File: src/rtl/endnode_resp_ctrl.sv
`default_nettype none
// ============================================================================
// Module   : endnode_resp_ctrl
// Purpose  : Link-level response controller for an endnode. Each received
//            packet is classified at rx_packet_done into ACK / NACK / RESEND /
//            ABORT, queued in a small in-order FIFO and drained to the tx PHY
//            manager over a valid/ready handshake. Per-ID retry counters and
//            saturating CRC-fail / resend / drop statistics are maintained.
// Ports    : CLK, nRST            clock, asynchronous active-low reset
//            rx_err               per-flit error pulse for the current packet
//            rx_packet_done       1-cycle end-of-packet pulse
//            rx_crc_ok            CRC verdict, valid with rx_packet_done
//            rx_pkt_id            packet ID, valid with rx_packet_done
//            rx_buf_full          receive buffer full, valid with rx_packet_done
//            clr_cnt              synchronous clear of the statistics counters
//            tx_resp_valid/ready  response handshake towards tx manager
//            tx_resp_code/id      FIFO head (0=ACK 1=NACK 2=RESEND 3=ABORT)
//            resp_fifo_full       FIFO holds RESP_DEPTH entries
//            crc_fail_cnt         packets ended with rx_crc_ok=0
//            resend_cnt           RESEND codes actually queued
//            resp_drop_cnt        responses lost because the FIFO was full
// Revision : 1.0  initial release
// ============================================================================
module endnode_resp_ctrl #(
  parameter int NUM_IDS    = 4,
  parameter int RESP_DEPTH = 4,
  parameter int MAX_RETRY  = 3,
  parameter int CNT_W      = 16,
  localparam int ID_W      = (NUM_IDS > 1) ? $clog2(NUM_IDS) : 1
) (
  input  logic             CLK,
  input  logic             nRST,
  input  logic             rx_err,
  input  logic             rx_packet_done,
  input  logic             rx_crc_ok,
  input  logic [ID_W-1:0]  rx_pkt_id,
  input  logic             rx_buf_full,
  input  logic             clr_cnt,
  output logic             tx_resp_valid,
  input  logic             tx_resp_ready,
  output logic [1:0]       tx_resp_code,
  output logic [ID_W-1:0]  tx_resp_id,
  output logic             resp_fifo_full,
  output logic [CNT_W-1:0] crc_fail_cnt,
  output logic [CNT_W-1:0] resend_cnt,
  output logic [CNT_W-1:0] resp_drop_cnt
);

  localparam int c_PTR_W = (RESP_DEPTH > 1) ? $clog2(RESP_DEPTH) : 1;
  localparam int c_RTY_W = (MAX_RETRY > 1) ? $clog2(MAX_RETRY + 1) : 1;

  localparam logic [1:0] c_ACK    = 2'd0;
  localparam logic [1:0] c_NACK   = 2'd1;
  localparam logic [1:0] c_RESEND = 2'd2;
  localparam logic [1:0] c_ABORT  = 2'd3;

  localparam logic [c_PTR_W-1:0] c_PTR_ONE   = {{(c_PTR_W-1){1'b0}}, 1'b1};
  localparam logic [c_PTR_W:0]   c_CNT_ONE   = {{c_PTR_W{1'b0}}, 1'b1};
  localparam logic [c_PTR_W:0]   c_DEPTH_CNT = RESP_DEPTH[c_PTR_W:0];
  localparam logic [c_RTY_W-1:0] c_RTY_ONE   = {{(c_RTY_W-1){1'b0}}, 1'b1};
  localparam logic [CNT_W-1:0]   c_STAT_ONE  = {{(CNT_W-1){1'b0}}, 1'b1};
  localparam logic [CNT_W-1:0]   c_STAT_MAX  = {CNT_W{1'b1}};

  // Registered state
  logic                  r_err_store;
  logic [c_RTY_W-1:0]    r_retry [NUM_IDS];
  logic [ID_W+1:0]       r_mem   [RESP_DEPTH];   // {code, id}
  logic [c_PTR_W-1:0]    r_wr_ptr;
  logic [c_PTR_W-1:0]    r_rd_ptr;
  logic [c_PTR_W:0]      r_count;
  logic [CNT_W-1:0]      r_crc_fail_cnt;
  logic [CNT_W-1:0]      r_resend_cnt;
  logic [CNT_W-1:0]      r_drop_cnt;

  // Combinational
  logic                  w_err_eff;
  logic                  w_fail;
  logic                  w_retry_left;
  logic [1:0]            w_code;
  logic                  w_empty;
  logic                  w_full;
  logic                  w_pop;
  logic                  w_push_acc;
  logic                  w_drop;

  assign w_err_eff    = r_err_store | rx_err;
  assign w_fail       = w_err_eff | ~rx_crc_ok;
  assign w_retry_left = (int'(r_retry[rx_pkt_id]) + 1) < MAX_RETRY;

  always_comb begin
    w_code = c_ACK;
    if (w_fail) begin
      w_code = w_retry_left ? c_RESEND : c_ABORT;
    end else if (rx_buf_full) begin
      w_code = c_NACK;
    end
  end

  assign w_empty    = (r_count == '0);
  assign w_full     = (r_count == c_DEPTH_CNT);
  assign w_pop      = ~w_empty & tx_resp_ready;
  // A pop in the same cycle frees the slot, so a full FIFO can still accept.
  assign w_push_acc = rx_packet_done & (~w_full | w_pop);
  assign w_drop     = rx_packet_done & w_full & ~w_pop;

  // Sticky error: an rx_err in the done cycle is consumed by that packet.
  always_ff @(posedge CLK or negedge nRST) begin
    if (!nRST) begin
      r_err_store <= 1'b0;
    end else if (rx_packet_done) begin
      r_err_store <= 1'b0;
    end else if (rx_err) begin
      r_err_store <= 1'b1;
    end
  end

  // Retry counters update on every classification, even when the response
  // itself is dropped.
  always_ff @(posedge CLK or negedge nRST) begin
    if (!nRST) begin
      for (int i = 0; i < NUM_IDS; i++) begin
        r_retry[i] <= '0;
      end
    end else if (rx_packet_done) begin
      if (w_code == c_RESEND) begin
        r_retry[rx_pkt_id] <= r_retry[rx_pkt_id] + c_RTY_ONE;
      end else begin
        r_retry[rx_pkt_id] <= '0;
      end
    end
  end

  // FIFO storage carries no reset; outputs are masked while empty.
  always_ff @(posedge CLK) begin
    if (w_push_acc) begin
      r_mem[r_wr_ptr] <= {w_code, rx_pkt_id};
    end
  end

  always_ff @(posedge CLK or negedge nRST) begin
    if (!nRST) begin
      r_wr_ptr <= '0;
      r_rd_ptr <= '0;
      r_count  <= '0;
    end else begin
      if (w_push_acc) begin
        r_wr_ptr <= r_wr_ptr + c_PTR_ONE;
      end
      if (w_pop) begin
        r_rd_ptr <= r_rd_ptr + c_PTR_ONE;
      end
      if (w_push_acc && !w_pop) begin
        r_count <= r_count + c_CNT_ONE;
      end else if (w_pop && !w_push_acc) begin
        r_count <= r_count - c_CNT_ONE;
      end
    end
  end

  // Saturating statistics; clear wins over a same-cycle increment.
  always_ff @(posedge CLK or negedge nRST) begin
    if (!nRST) begin
      r_crc_fail_cnt <= '0;
      r_resend_cnt   <= '0;
      r_drop_cnt     <= '0;
    end else if (clr_cnt) begin
      r_crc_fail_cnt <= '0;
      r_resend_cnt   <= '0;
      r_drop_cnt     <= '0;
    end else begin
      if (rx_packet_done && !rx_crc_ok && r_crc_fail_cnt != c_STAT_MAX) begin
        r_crc_fail_cnt <= r_crc_fail_cnt + c_STAT_ONE;
      end
      if (w_push_acc && w_code == c_RESEND && r_resend_cnt != c_STAT_MAX) begin
        r_resend_cnt <= r_resend_cnt + c_STAT_ONE;
      end
      if (w_drop && r_drop_cnt != c_STAT_MAX) begin
        r_drop_cnt <= r_drop_cnt + c_STAT_ONE;
      end
    end
  end

  assign tx_resp_valid  = ~w_empty;
  assign tx_resp_code   = w_empty ? 2'd0 : r_mem[r_rd_ptr][ID_W+1:ID_W];
  assign tx_resp_id     = w_empty ? '0   : r_mem[r_rd_ptr][ID_W-1:0];
  assign resp_fifo_full = w_full;
  assign crc_fail_cnt   = r_crc_fail_cnt;
  assign resend_cnt     = r_resend_cnt;
  assign resp_drop_cnt  = r_drop_cnt;

endmodule
`default_nettype wire

File: config.mk
export PLATFORM = sky130hd
export DESIGN_NAME = endnode_resp_ctrl
export DESIGN_NICKNAME = d
export VERILOG_FILES = /design/src/rtl/endnode_resp_ctrl.sv
export SDC_FILE = /design/constraint.sdc
export NUM_CORES = 1
export LEC_CHECK = 0
export ABC_CLOCK_PERIOD_IN_PS = 4900
export CAP_MARGIN = 20
export CORE_MARGIN = 2
export CORE_UTILIZATION = 50
export CTS_CLUSTER_SIZE = 25
export DETAILED_ROUTE_END_ITERATION = 10
export GPL_ROUTABILITY_DRIVEN = 0
export PLACE_DENSITY = 0.75
export SLEW_MARGIN = 20
export SYNTH_ARGS = -nofsm -noshare
export SYNTH_HDL_FRONTEND = slang
export SYNTH_SLANG_ARGS = --single-unit
File: constraint.sdc
create_clock -name CLK -period 4.9 [get_ports CLK]
set_input_delay 0.735 -clock CLK [delete_from_list [all_inputs] [get_ports CLK]]
set_output_delay 0.735 -clock CLK [all_outputs]
set_load 0.1 [all_outputs]
==> results.yml <==
cells_and_area:
  drive_gt1_frac: 0.100
  fin_util: 0.639
  nets: 454
  area_growth_pct: 22.7
  num_antenna_cells: 0
  final_common_cell: "dfrtp_1"
  fill_cells: 646
  final_cell_mix: "dfrtp_1, clkdlybuf4s50_1, nor2_1"
synth:
  synth-main-ff-cell: "dfrtp_1"
  synth_area_leader_cell: "dfrtp_1"
  synth_area_leaders: "dfrtp_1, edfxtp_1, xnor2_1"
  async_flop_share: 0.800
  synth_nets: 387
  synth_area_um2: 4070
  postSynthAreaPerCell_um2: 11.1
  synth_edf_count: 16
  synth_cell_types: 45
  synth_top_area_frac: 0.394
  netlist_instances: 368
  synth_warnings: 0
  ys_seq_area_frac: 0.512
  ys_ff_latch: 80
clocking:
  cts-root-buf: "clkbuf_8"
  numCtsBuffers: 9
  clockBufferDepth: 2
  cts-htree-levels: 3
  ctsHoldBuffers: 0
  cts.sink_count: 80
  clk_latency_ns: 0.34
  clk_pin_slew_ns: 0.08
  cts_tree: "yes"
  cts_resized: 0
  post_cts_buffers: 0
critical_path:
  cp-start-kind: "register"
  worst_ep_arrival_time_ns: 2.58
  rrSetupSlack_ns: 2.43
  cp.required_ns: 4.16
  crit_path_end_kind: "output port"
  cpMaxStageDelayCell: "clkdlybuf4s50_1"
  crit_chain: "mux4_2 > and2_1 > clkdlybuf4s50_1"
  slowest_delay_ns: 0.96
  critPathMaxFanout: 6
  path_buf_inv: 1
  crit_type: "reg -> out"
  cp_top_family: "buffers and inverters"
timing:
  fin_tns_setup_ns: 0
  hold_violations: 0
  fmax_mhz: 302
  slew_headroom: 0.344
  slew_viol_final: 0
  finalClockSkew_ns: 0.00836
  fin_crit_ns: 3.31
  tightestPinTransition_ns: 0.981
  setup_viol: 0
  rsz0062_at_grt: "false"
  fin_crit_sh: 0.676
die:
  core-area_um2: 7810
  die_area_um2: 8880
  die_w_um: 94.2
  core.rowCount: 32
  die_h_um: 94.2
  ioPinCount: 64
  start_util: 0.521
grt:
  grtUsageTotal: 0.199
  grt_pass1_vias: 2974
  grt_pass1_wl_um: 13900
  grt_max_degree: 53
  antenna_found_initial: 0
  grt-ovfl-total: 0
power_and_ir_drop:
  p_switching_w: 0.000761
  internal_power_w: 0.00126
  seqPwrFrac: 0.423
  power_density_nw_per_um2: 405
  peakVddDrop_uv: 322
  p_leak_nw: 1.93
  power_frac_clock: 0.230
  pwr-share-comb: 0.347
  swShare: 0.376
place:
  io_buffers: 63
  dp_hpwl_um: 5740
flow_run:
  drv_cap: 0
routing:
  ant_nets: 0
  wl_per_cell_um: 15.0
  vias: 3028
  first_iter_violations: 194
  drc: 0
  via_per_inst: 5.60
  dr.pass1.iters: 5
  routed_wl_um: 8090
run_status:
  status: "complete, no violations"
min_path:
  min_path_type: "reg -> reg"
==> state kept, by name, indices dropped and copies added, names as in the netlist, 2 cells and up <==
name / cells
crc_fail_cnt: 16
r_mem: 16
resend_cnt: 16
resp_drop_cnt: 16
r_retry: 8
r_count: 3
r_rd_ptr: 2
r_wr_ptr: 2
==> per-stage QoR <==
step / hold slack (ns) / total power (W) / setup WS (ns) / cells / area, um2
after CTS: 0.484 / 0.00205 / 1.53 / 541 / 4980
final: 0.486 / 0.00202 / 1.59 / 541 / 4990
after global routing: 0.502 / 0.00212 / 1.46 / 541 / 4990
after detailed placement: 0.469 / 0.00158 / 1.43 / 526 / 4790
after floorplan: 0.439 / 0.00141 / 1.37 / 368 / 4070
after global placement: 0.463 / 0.00156 / 1.52 / 526 / 4790
==> layout make-up <==
type                    instances  area (um2)  area share
flip-flops and latches         80        2080       0.417
multi-input cells             268        1910       0.383
repair buffers                 65         641       0.128
clock buffers                  11         141      0.0283
well taps                     102         128      0.0256
clock inverters                 4        45.0     0.00902
inverters                      11        41.3     0.00827
==> metal layers <==
| metal | global-route usage | share of wire | vias to the layer above |
|---|---|---|---|
| li1 | - | - | 1458 |
| met1 | 0.268 | 0.46 | 1479 |
| met2 | 0.320 | 0.48 | 81 |
| met3 | 0.0369 | 0.042 | 10 |
| met4 | 0.0761 | 0.011 | 0 |
| met5 | 0 | 0 | - |
==> worst paths after layout <==
path	depth (start not counted)	start	to
worst max-delay path	3	r_rd_ptr[0]	tx_resp_id[1]
worst min-delay path	1	r_count[2]	r_count[2]
worst max register to register	6	r_count[0]	r_count[1]
worst min register to register	1	r_count[2]	r_count[2]
max in group asynchronous	2	nRST	r_retry[3]
min in group asynchronous	1	nRST	resend_cnt[2]
==> cells in the mapped netlist, drive strengths merged, types with 6 or more instances <==
cell,count
or3,6
nand2,17
xor2,14
nor4,9
dfrtp,64
o21ai,6
ha,8
inv,11
xnor2,25
and4,6
clkbuf,8
and2,11
edfxtp,16
nand4,14
and3,7
nor2,50
a21oi,17
nand3,15
mux4,6
mux2,11
==> power groups by stage <==
stage	clock [W]	sequential (W)	combinational, W
2_1_floorplan	0	0.000887	0.000522
5_1_grt	0.000502	0.000872	0.000750
6_report	0.000466	0.000856	0.000701
3_3_place_gp	0	0.000867	0.000693
3_5_place_dp	0	0.000873	0.000708
4_1_cts	0.000478	0.000859	0.000709
==> logic make-up after synthesis <==
family | synth area share
AOI/OAI and AO/OA | 0.0790
adders and majority gates | 0.0295
xor gates and xnor gates | 0.0839
buffers and inverters | 0.0206
DFF | 0.512
and+or+nand+nor | 0.201
muxes | 0.0744
Power figures use the tool's default switching activity.
